$ cat config.mk
export PLATFORM = sky130hd
export DESIGN_NAME = grid_sweeper
export DESIGN_NICKNAME = d
export VERILOG_FILES = /design/src/rtl/grid_sweeper.sv
export SDC_FILE = /design/constraint.sdc
export NUM_CORES = 1
export LEC_CHECK = 0
export CORE_MARGIN = 1
export CORE_UTILIZATION = 50
export DETAILED_ROUTE_END_ITERATION = 6
export GPL_TIMING_DRIVEN = 1
export PLACE_DENSITY_LB_ADDON = 0.3
export REMOVE_ABC_BUFFERS = 1
export SKIP_LAST_GASP = 1
export SLEW_MARGIN = 20
export SYNTH_ARGS = -nofsm -noshare
export SYNTH_HDL_FRONTEND = slang
export SYNTH_SLANG_ARGS = --single-unit
export TNS_END_PERCENT = 5
$ cat constraint.sdc
create_clock -name Clk -period 1.9 [get_ports Clk]
set_input_delay 0.38 -clock Clk [delete_from_list [all_inputs] [get_ports Clk]]
set_output_delay 0.38 -clock Clk [all_outputs]
set_load 0.005 [all_outputs]
$ cat src/rtl/grid_sweeper.sv
// Cell-by-cell sweep controller for the environment grid: one READ (cache lookup)
// and one COMMIT (write strobe) cycle per cell, with pause, abort and overrun tracking.
module grid_sweeper #(
  parameter int X_bits = 8,
  parameter int Y_bits = 7,
  parameter int X_num  = 160,
  parameter int Y_num  = 120
) (
  input  logic              Clk,
  input  logic              RESET_SIM_N,
  input  logic              game_clk,
  input  logic              RUN,
  input  logic              KEY_PAUSE,
  output logic [X_bits-1:0] writeLoc_x,
  output logic [Y_bits-1:0] writeLoc_y,
  output logic              write_flag,
  output logic              hold_locs,
  output logic              busy,
  output logic              sweep_done,
  output logic [7:0]        overrun_cnt
);

  typedef enum logic [2:0] {S_IDLE, S_READ, S_COMMIT, S_PAUSED, S_DONE} state_t;

  localparam logic [X_bits-1:0] X_LAST = X_bits'(X_num - 1);
  localparam logic [Y_bits-1:0] Y_LAST = Y_bits'(Y_num - 1);

  state_t r_state;
  logic   r_kp_s1, r_kp_s2, r_kp_d;
  logic   r_paused;
  logic   r_gclk_d;

  logic   w_pause_tgl, w_tick;

  // Pushbutton is active-low: each press (falling edge) flips the pause state.
  assign w_pause_tgl = r_kp_d & ~r_kp_s2;
  assign w_tick      = game_clk & ~r_gclk_d;

  always_ff @(posedge Clk) begin
    if (!RESET_SIM_N) begin
      r_kp_s1  <= 1'b1;
      r_kp_s2  <= 1'b1;
      r_kp_d   <= 1'b1;
      r_paused <= 1'b0;
      r_gclk_d <= 1'b0;
    end else begin
      r_kp_s1  <= KEY_PAUSE;
      r_kp_s2  <= r_kp_s1;
      r_kp_d   <= r_kp_s2;
      r_paused <= r_paused ^ w_pause_tgl;
      r_gclk_d <= game_clk;
    end
  end

  // Any tick outside IDLE (including the DONE cycle) is an overrun.
  always_ff @(posedge Clk) begin
    if (!RESET_SIM_N)
      overrun_cnt <= 8'd0;
    else if (w_tick && r_state != S_IDLE && overrun_cnt != 8'hFF)
      overrun_cnt <= overrun_cnt + 8'd1;
  end

  always_ff @(posedge Clk) begin
    if (!RESET_SIM_N) begin
      r_state    <= S_IDLE;
      writeLoc_x <= '0;
      writeLoc_y <= '0;
      write_flag <= 1'b0;
      hold_locs  <= 1'b1;
      busy       <= 1'b0;
      sweep_done <= 1'b0;
    end else begin
      write_flag <= 1'b0;
      sweep_done <= 1'b0;
      if (busy && !RUN) begin
        r_state    <= S_IDLE;
        writeLoc_x <= '0;
        writeLoc_y <= '0;
        hold_locs  <= 1'b1;
        busy       <= 1'b0;
      end else begin
        case (r_state)
          S_IDLE: begin
            if (w_tick && RUN && !r_paused) begin
              r_state    <= S_READ;
              writeLoc_x <= '0;
              writeLoc_y <= '0;
              hold_locs  <= 1'b0;
              busy       <= 1'b1;
            end
          end
          S_READ: begin
            r_state    <= S_COMMIT;
            write_flag <= 1'b1;
          end
          S_COMMIT: begin
            if (writeLoc_x == X_LAST && writeLoc_y == Y_LAST) begin
              r_state    <= S_DONE;
              writeLoc_x <= '0;
              writeLoc_y <= '0;
              hold_locs  <= 1'b1;
              busy       <= 1'b0;
              sweep_done <= 1'b1;
            end else begin
              if (writeLoc_x == X_LAST) begin
                writeLoc_x <= '0;
                writeLoc_y <= writeLoc_y + Y_bits'(1);
              end else begin
                writeLoc_x <= writeLoc_x + X_bits'(1);
              end
              // A pause requested mid-cell lands here, after the commit.
              if (r_paused) begin
                r_state   <= S_PAUSED;
                hold_locs <= 1'b1;
              end else begin
                r_state   <= S_READ;
              end
            end
          end
          S_PAUSED: begin
            if (!r_paused) begin
              r_state   <= S_READ;
              hold_locs <= 1'b0;
            end
          end
          default: r_state <= S_IDLE;
        endcase
      end
    end
  end

endmodule
# == Word level (Yosys, flattened, before mapping) ==
# Cells that the tools add are included.
# totals
romBits,0
ramBits,0
latchBits,0
output_inout_bits,27
inputBits,5
mem_count,0
elab_cells,76
reg_bits,35
# classes
n_reduce_logical,19
shifts,0
bitwise,7
n_addsub,3
n_eq_ne,11
n_lt_le_gt_ge,0
mul,0
muxes,23
div_mod_pow,0
# ops
op,n
two-way mux 8 bit,3
two-way mux 7 bit,3
"adder 8 x 1 -> 8 bit, second input constant",2
one-hot mux 8 bit (2 select lines),1
one-hot mux 7 bit (2 select lines),1
one-hot mux 3 bit (4 select lines),1
two-way mux 3 bit,3
"equality test 8 bit, second input constant",1
two-way mux 1 bit,8
"inequality test 8 bit, second input constant",1
"adder 7 x 1 -> 7 bit, second input constant",1
"equality test 7 bit, second input constant",1
"equality test 3 x 2 -> 1 bit, second input constant",2
logical AND 1 bit,6
"inequality test 2 bit, second input constant",3
"inequality test 3 bit, second input constant",2
AND reduction 3 bit,2
nonzero test 3 bit,2
inverter 1 bit,4
AND reduction 2 bit,2
AND reduction 4 bit,1
"equality test 3 x 1 -> 1 bit, second input constant",1
zero test 3 bit,1
one-hot mux 1 bit (3 select lines),1
other kinds (8),10

# == Depth between registers and ports, before layout ==
# Gate-level depths: netlist of the first run.
# logic_depth
depth_word,6
depth_mapped,7
ltp_nobuf,6

# == Least setup slack after synthesis of the first run ==
# Ideal clock, no wire load.
# synth_timing
kind,register to register
startpoint,register overrun_cnt[0]
endpoint,register overrun_cnt[4]
n_path_buf,1
setup_time_ns,0.076
path_slack_ns,0.156
required_ns,1.824
path_stages_with_launch,7
synth_period_minus_slack_ns,1.744
t_arrival_ns,1.668
path_cell_list,dfxtp_1 -> ha_1 -> and4_1 -> a211o_1 -> clkbuf_1 -> or3_1 -> a21boi_0
# synth_via
elab_chain_len,2
elab_cells_between_ends,3
cone_classes,add/sub (1); eq/ne (1); reduce/logical (1)
# synth_lines
element,line_no,text
from (decl),20,output logic [7:0] overrun_cnt
from (signal assigned),60,overrun_cnt <= overrun_cnt + 8'd1;
"parallel branches: the longest is 2 deep, another holds adder 8 x 1 -> 8 bit",-,
# Several ways; the timed one is not identified.
# A chain may end at the register's enable or synchronous reset.

# == Worst setup path in the final report of the first run ==
# Ends and elaborated chain as after synthesis.

==> results.md, run 1 <==
- The leakage power is slightly below 0.8 nW.
- The post-synthesis cell type count is 42.
- The max-cap violation count is 0.
- The final routed DRC violation total is 0.
- For this run, the total global-route usage over all layers was measured as 0.2371.
- The worst IR drop on VDD is 0.5082 mV.
- The pre-antenna-repair detailed-routing pass consisted of 4 iterations.
- The run finished with clean final reports.
- The largest clock skew in the final design is 0.008088 ns.
- The number of levels the H-tree was split into is 2.
- In the synthesized netlist the dominant register cell turns out to be sky130_fd_sc_hd__dfxtp_1.
- The detailed-route vias per instance is between 5 and 6.
- The number of instances in the synthesized netlist is between 150 and 200.
- In this run, the number of DRC markers left after iteration 0 of detailed routing was 80.
- The ratio of total power to cell area is around 590 mW/mm².
- Total power for the finished layout comes to roughly 1.3 mW.
- Summing over every cut layer, the via total after detailed routing is roughly 1500.
- The worst setup slack for register-to-register paths is 0.09 ns.
- The wire length of the first global-routing pass is ~6.2 mm.
- The register bit count reported by yosys is 35.
- Setup repair after global routing could not meet its margin everywhere.
- The number of antenna violations at the first check in global routing is 0.
- The longest clock path from root to sink contains 2 buffers.
- CTS saw 35 sinks.
- The source-to-sink clock delay at the later pin of the worst-skew pair is 0.35 ns.
- The die covers around 0.0035 mm².
- Timing would allow up to ~550 MHz.
- In this run the count of I/O pins placed on the die edge is 32.
- The via count of the first global-routing pass is 1483.
- The cell area after synthesis is about 0.0016 mm².
- The final sum of negative setup slack is 0 ns.
- The worst hold path belongs to the class register to register.
- In this run the vertical extent of the chip is 58.93 µm.
- Once the clock tree was built, the resizer swapped 0 gates to a different size.
- Of the synthesized area, sequential elements account for 0.4324.
- The final layout contains 241 nets.
- Once layout is complete, the cells apart from fillers number about 280.
- In this run, post-CTS hold repair placed 0 buffers.
- The fill cell total of the finished layout is 250.
- The total of buffers placed on input and output ports is 31.
- Measured against its own limit, the worst slew margin works out to 0.6828.
- Yosys mapped a number of flops with a built-in enable equal to 0.
- The number of core rows is 20.
- The horizontal die dimension is about 60 µm.
- TritonCTS built the clock tree.
- The final critical delay including setup and external delays is ~1.8 ns.
- The routability congestion estimate is approximately 0.83.
- The pin slew with the least headroom to its limit is approximately 0.47 ns.
- The post-route clock period utilization is 0.9538.
- In this run the clock root is driven by a sky130_fd_sc_hd__clkbuf_4.
- For this run, global-route usage on met1 was measured as 0.2751.
- The clock transition at the register clock pins on the worst setup and hold paths after CTS is approximately 0.10 ns.
- The buffers inserted during post-CTS setup optimization is 0.
- The effective utilization at floorplan is 0.5307.
- Entering global routing, the biggest net connects 16 pins.
- The worst setup path is of the register to register kind.
- The repair_antennas step left the layout with diodes totalling 0.
- Setup violations remaining at the end of the flow were counted as 0.
- The final wirelength is around 3.7 mm.
- The number of cells after detailed placement is between 200 and 300.
- OpenSTA, run right after detailed placement, puts the worst setup slack at -0.08787 ns.
- The number of pins exceeding their max-slew limit in the final report is 0.
- For this run, the number of Yosys warnings is 0.
- For met3 alone, demand over resource in global routing was 0.05275.
- STA classifies the critical path startpoint as a register.
- The kind of capture point of the worst setup path is a register.
- Dividing the synthesized area by the synthesized cell count gives 8.711 µm².
- The share of final-layout standard cells stronger than drive strength 1 is 0.1111.
- TritonCTS created 5 clock buffers.
- Compared with the post-synthesis result, the final layout area differs by 31.04%.
- The final hold violation count came to 0.
- Of all flip-flops after synthesis, the portion carrying an async set or reset was 0.
- Once routing completed, OpenROAD measured the worst setup slack at ~0.088 ns.
- The arrival time at the worst endpoint is roughly 2.1 ns.
- met2 is the most crowded layer.
- At the worst endpoint, the required time is between 2 and 2.5 ns.
- Dividing the detail-routed wire length by the instance count gives roughly 13 µm.
- The maximum fanout along the worst path is 7.
- Summed over all layers, the global routing overflow is 0.
- The final antenna-violating net count is 0.
- Across all hold checks on the routed design, the worst slack comes to 0.4380 ns.
- The met2 usage is 0.3994.
- The area inside the core boundary is 0.003053 mm².
- The final HPWL from detailed placement is between 2 and 3 mm.
==> state kept, by name, summed over array words and instances (netlist names) <==
name and cells:
overrun_cnt 8, writeLoc_x 8, writeLoc_y 7, r_state 3
busy 1, hold_locs 1, r_gclk_d 1, r_kp_d 1
r_kp_s1 1, r_kp_s2 1, r_paused 1, sweep_done 1
write_flag 1
==> synthesized netlist by cell type, types with 3 or more instances <==
library cell / instances / share of area
sky130_fd_sc_hd__a211o_1: 3 / 0.016
sky130_fd_sc_hd__a21boi_0: 3 / 0.014
sky130_fd_sc_hd__a21oi_1: 10 / 0.031
sky130_fd_sc_hd__a311oi_1: 3 / 0.016
sky130_fd_sc_hd__and2_1: 8 / 0.031
sky130_fd_sc_hd__and3_1: 6 / 0.023
sky130_fd_sc_hd__clkbuf_1: 3 / 0.0069
sky130_fd_sc_hd__dfxtp_1: 35 / 0.43
sky130_fd_sc_hd__ha_1: 3 / 0.023
sky130_fd_sc_hd__inv_1: 3 / 0.0069
sky130_fd_sc_hd__nand2_1: 9 / 0.021
sky130_fd_sc_hd__nand2b_1: 6 / 0.023
sky130_fd_sc_hd__nand3_1: 15 / 0.046
sky130_fd_sc_hd__nand4_1: 3 / 0.012
sky130_fd_sc_hd__nor2_1: 17 / 0.039
sky130_fd_sc_hd__nor2b_1: 3 / 0.012
sky130_fd_sc_hd__nor3_1: 9 / 0.028
sky130_fd_sc_hd__o21ai_0: 8 / 0.025
sky130_fd_sc_hd__or3_1: 4 / 0.015
sky130_fd_sc_hd__xnor2_1: 4 / 0.022
sky130_fd_sc_hd__xor2_1: 4 / 0.022
==> path summary, 6_finish.rpt <==
path	endpoint	from	cells past startpoint
setup / recovery	overrun_cnt[4]	overrun_cnt[0]	5
hold / removal	r_kp_s2	r_kp_s1	1
setup reg to reg	overrun_cnt[4]	overrun_cnt[0]	5
hold reg to reg	r_kp_s2	r_kp_s1	1
==> cell usage in the layout, fill, tap and decap left out, types with 4 or more instances in the layout <==
cell type / instances
sky130_fd_sc_hd__and2_1: 8
sky130_fd_sc_hd__nor2_1: 17
sky130_fd_sc_hd__xor2_1: 4
sky130_fd_sc_hd__clkdlybuf4s50_1: 31
sky130_fd_sc_hd__dfxtp_1: 35
sky130_fd_sc_hd__o21ai_0: 8
sky130_fd_sc_hd__nand2_1: 9
sky130_fd_sc_hd__nand3_1: 15
sky130_fd_sc_hd__clkbuf_4: 5
sky130_fd_sc_hd__nand2b_1: 6
sky130_fd_sc_hd__and3_1: 6
sky130_fd_sc_hd__or3_1: 4
sky130_fd_sc_hd__nor3_1: 9
sky130_fd_sc_hd__xnor2_1: 4
sky130_fd_sc_hd__a21oi_1: 10
sky130_fd_sc_hd__buf_4: 15
==> cell families after synthesis <==
kind of cell,count (synthesis),share of synthesized area
XOR/XNOR,8,0.04324
buffers and inverters,9,0.02703
adder cells (fa/ha/maj),3,0.02317
multiplexers,2,0.01236
AO/OA/AOI/OAI,37,0.1460
AND/OR/NAND/NOR,92,0.3158
flip-flops,35,0.4324
==> routing by layer <==
metal,vias up,routed length (µm)
li1,765,-
met1,711,1598
met2,48,1815
met3,9,193
met4,0,81
met5,-,0
==> metrics by stage <==
step | util | instance area (µm²)
floorplan | - | 1588
global placement | 0.6766 | 2066
detailed placement | 0.6766 | 2066
CTS | 0.6939 | 2118
global route | 0.6955 | 2123
finish | 0.6955 | 2123
==> layout make-up <==
| cell class | count | area (µm²) | area share |
|---|---|---|---|
| Multi-Input combinational cell | 142 | 880.8 | 0.4148 |
| Sequential cell | 35 | 700.7 | 0.3300 |
| Timing Repair Buffer | 46 | 422.9 | 0.1992 |
| Tap cell | 44 | 55.05 | 0.02593 |
| Clock buffer | 5 | 37.54 | 0.01768 |
| Clock inverter | 3 | 15.01 | 0.007071 |
| Inverter | 3 | 11.26 | 0.005303 |
==> power breakdown <==
part / leakage (nW) / switching [mW] / internal [mW]
Sequential: 0.283 / 0.00808 / 0.745
Combinational: 0.465 / 0.0531 / 0.0522
Clock: 0.0347 / 0.255 / 0.138
==> critical path, stage by stage (launching register included) <==
cell and delay, ns:
sky130_fd_sc_hd__dfxtp_1 0.36, sky130_fd_sc_hd__ha_1 0.25, sky130_fd_sc_hd__and4_1 0.22, sky130_fd_sc_hd__a211o_1 0.33
sky130_fd_sc_hd__or3_1 0.37, sky130_fd_sc_hd__a21boi_0 0.20
No activity file was read; power rests on OpenSTA's default activity.
==> inputs of run 2 (changes only) <==
--- a/config.mk
+++ b/config.mk
@@ -16,4 +16,4 @@
 export SYNTH_ARGS = -nofsm -noshare
 export SYNTH_HDL_FRONTEND = slang
 export SYNTH_SLANG_ARGS = --single-unit
-export TNS_END_PERCENT = 5
+export TNS_END_PERCENT = 20
==> results of run 2 <==
The final DEF is identical to that of run 1; final timing and power are the same.
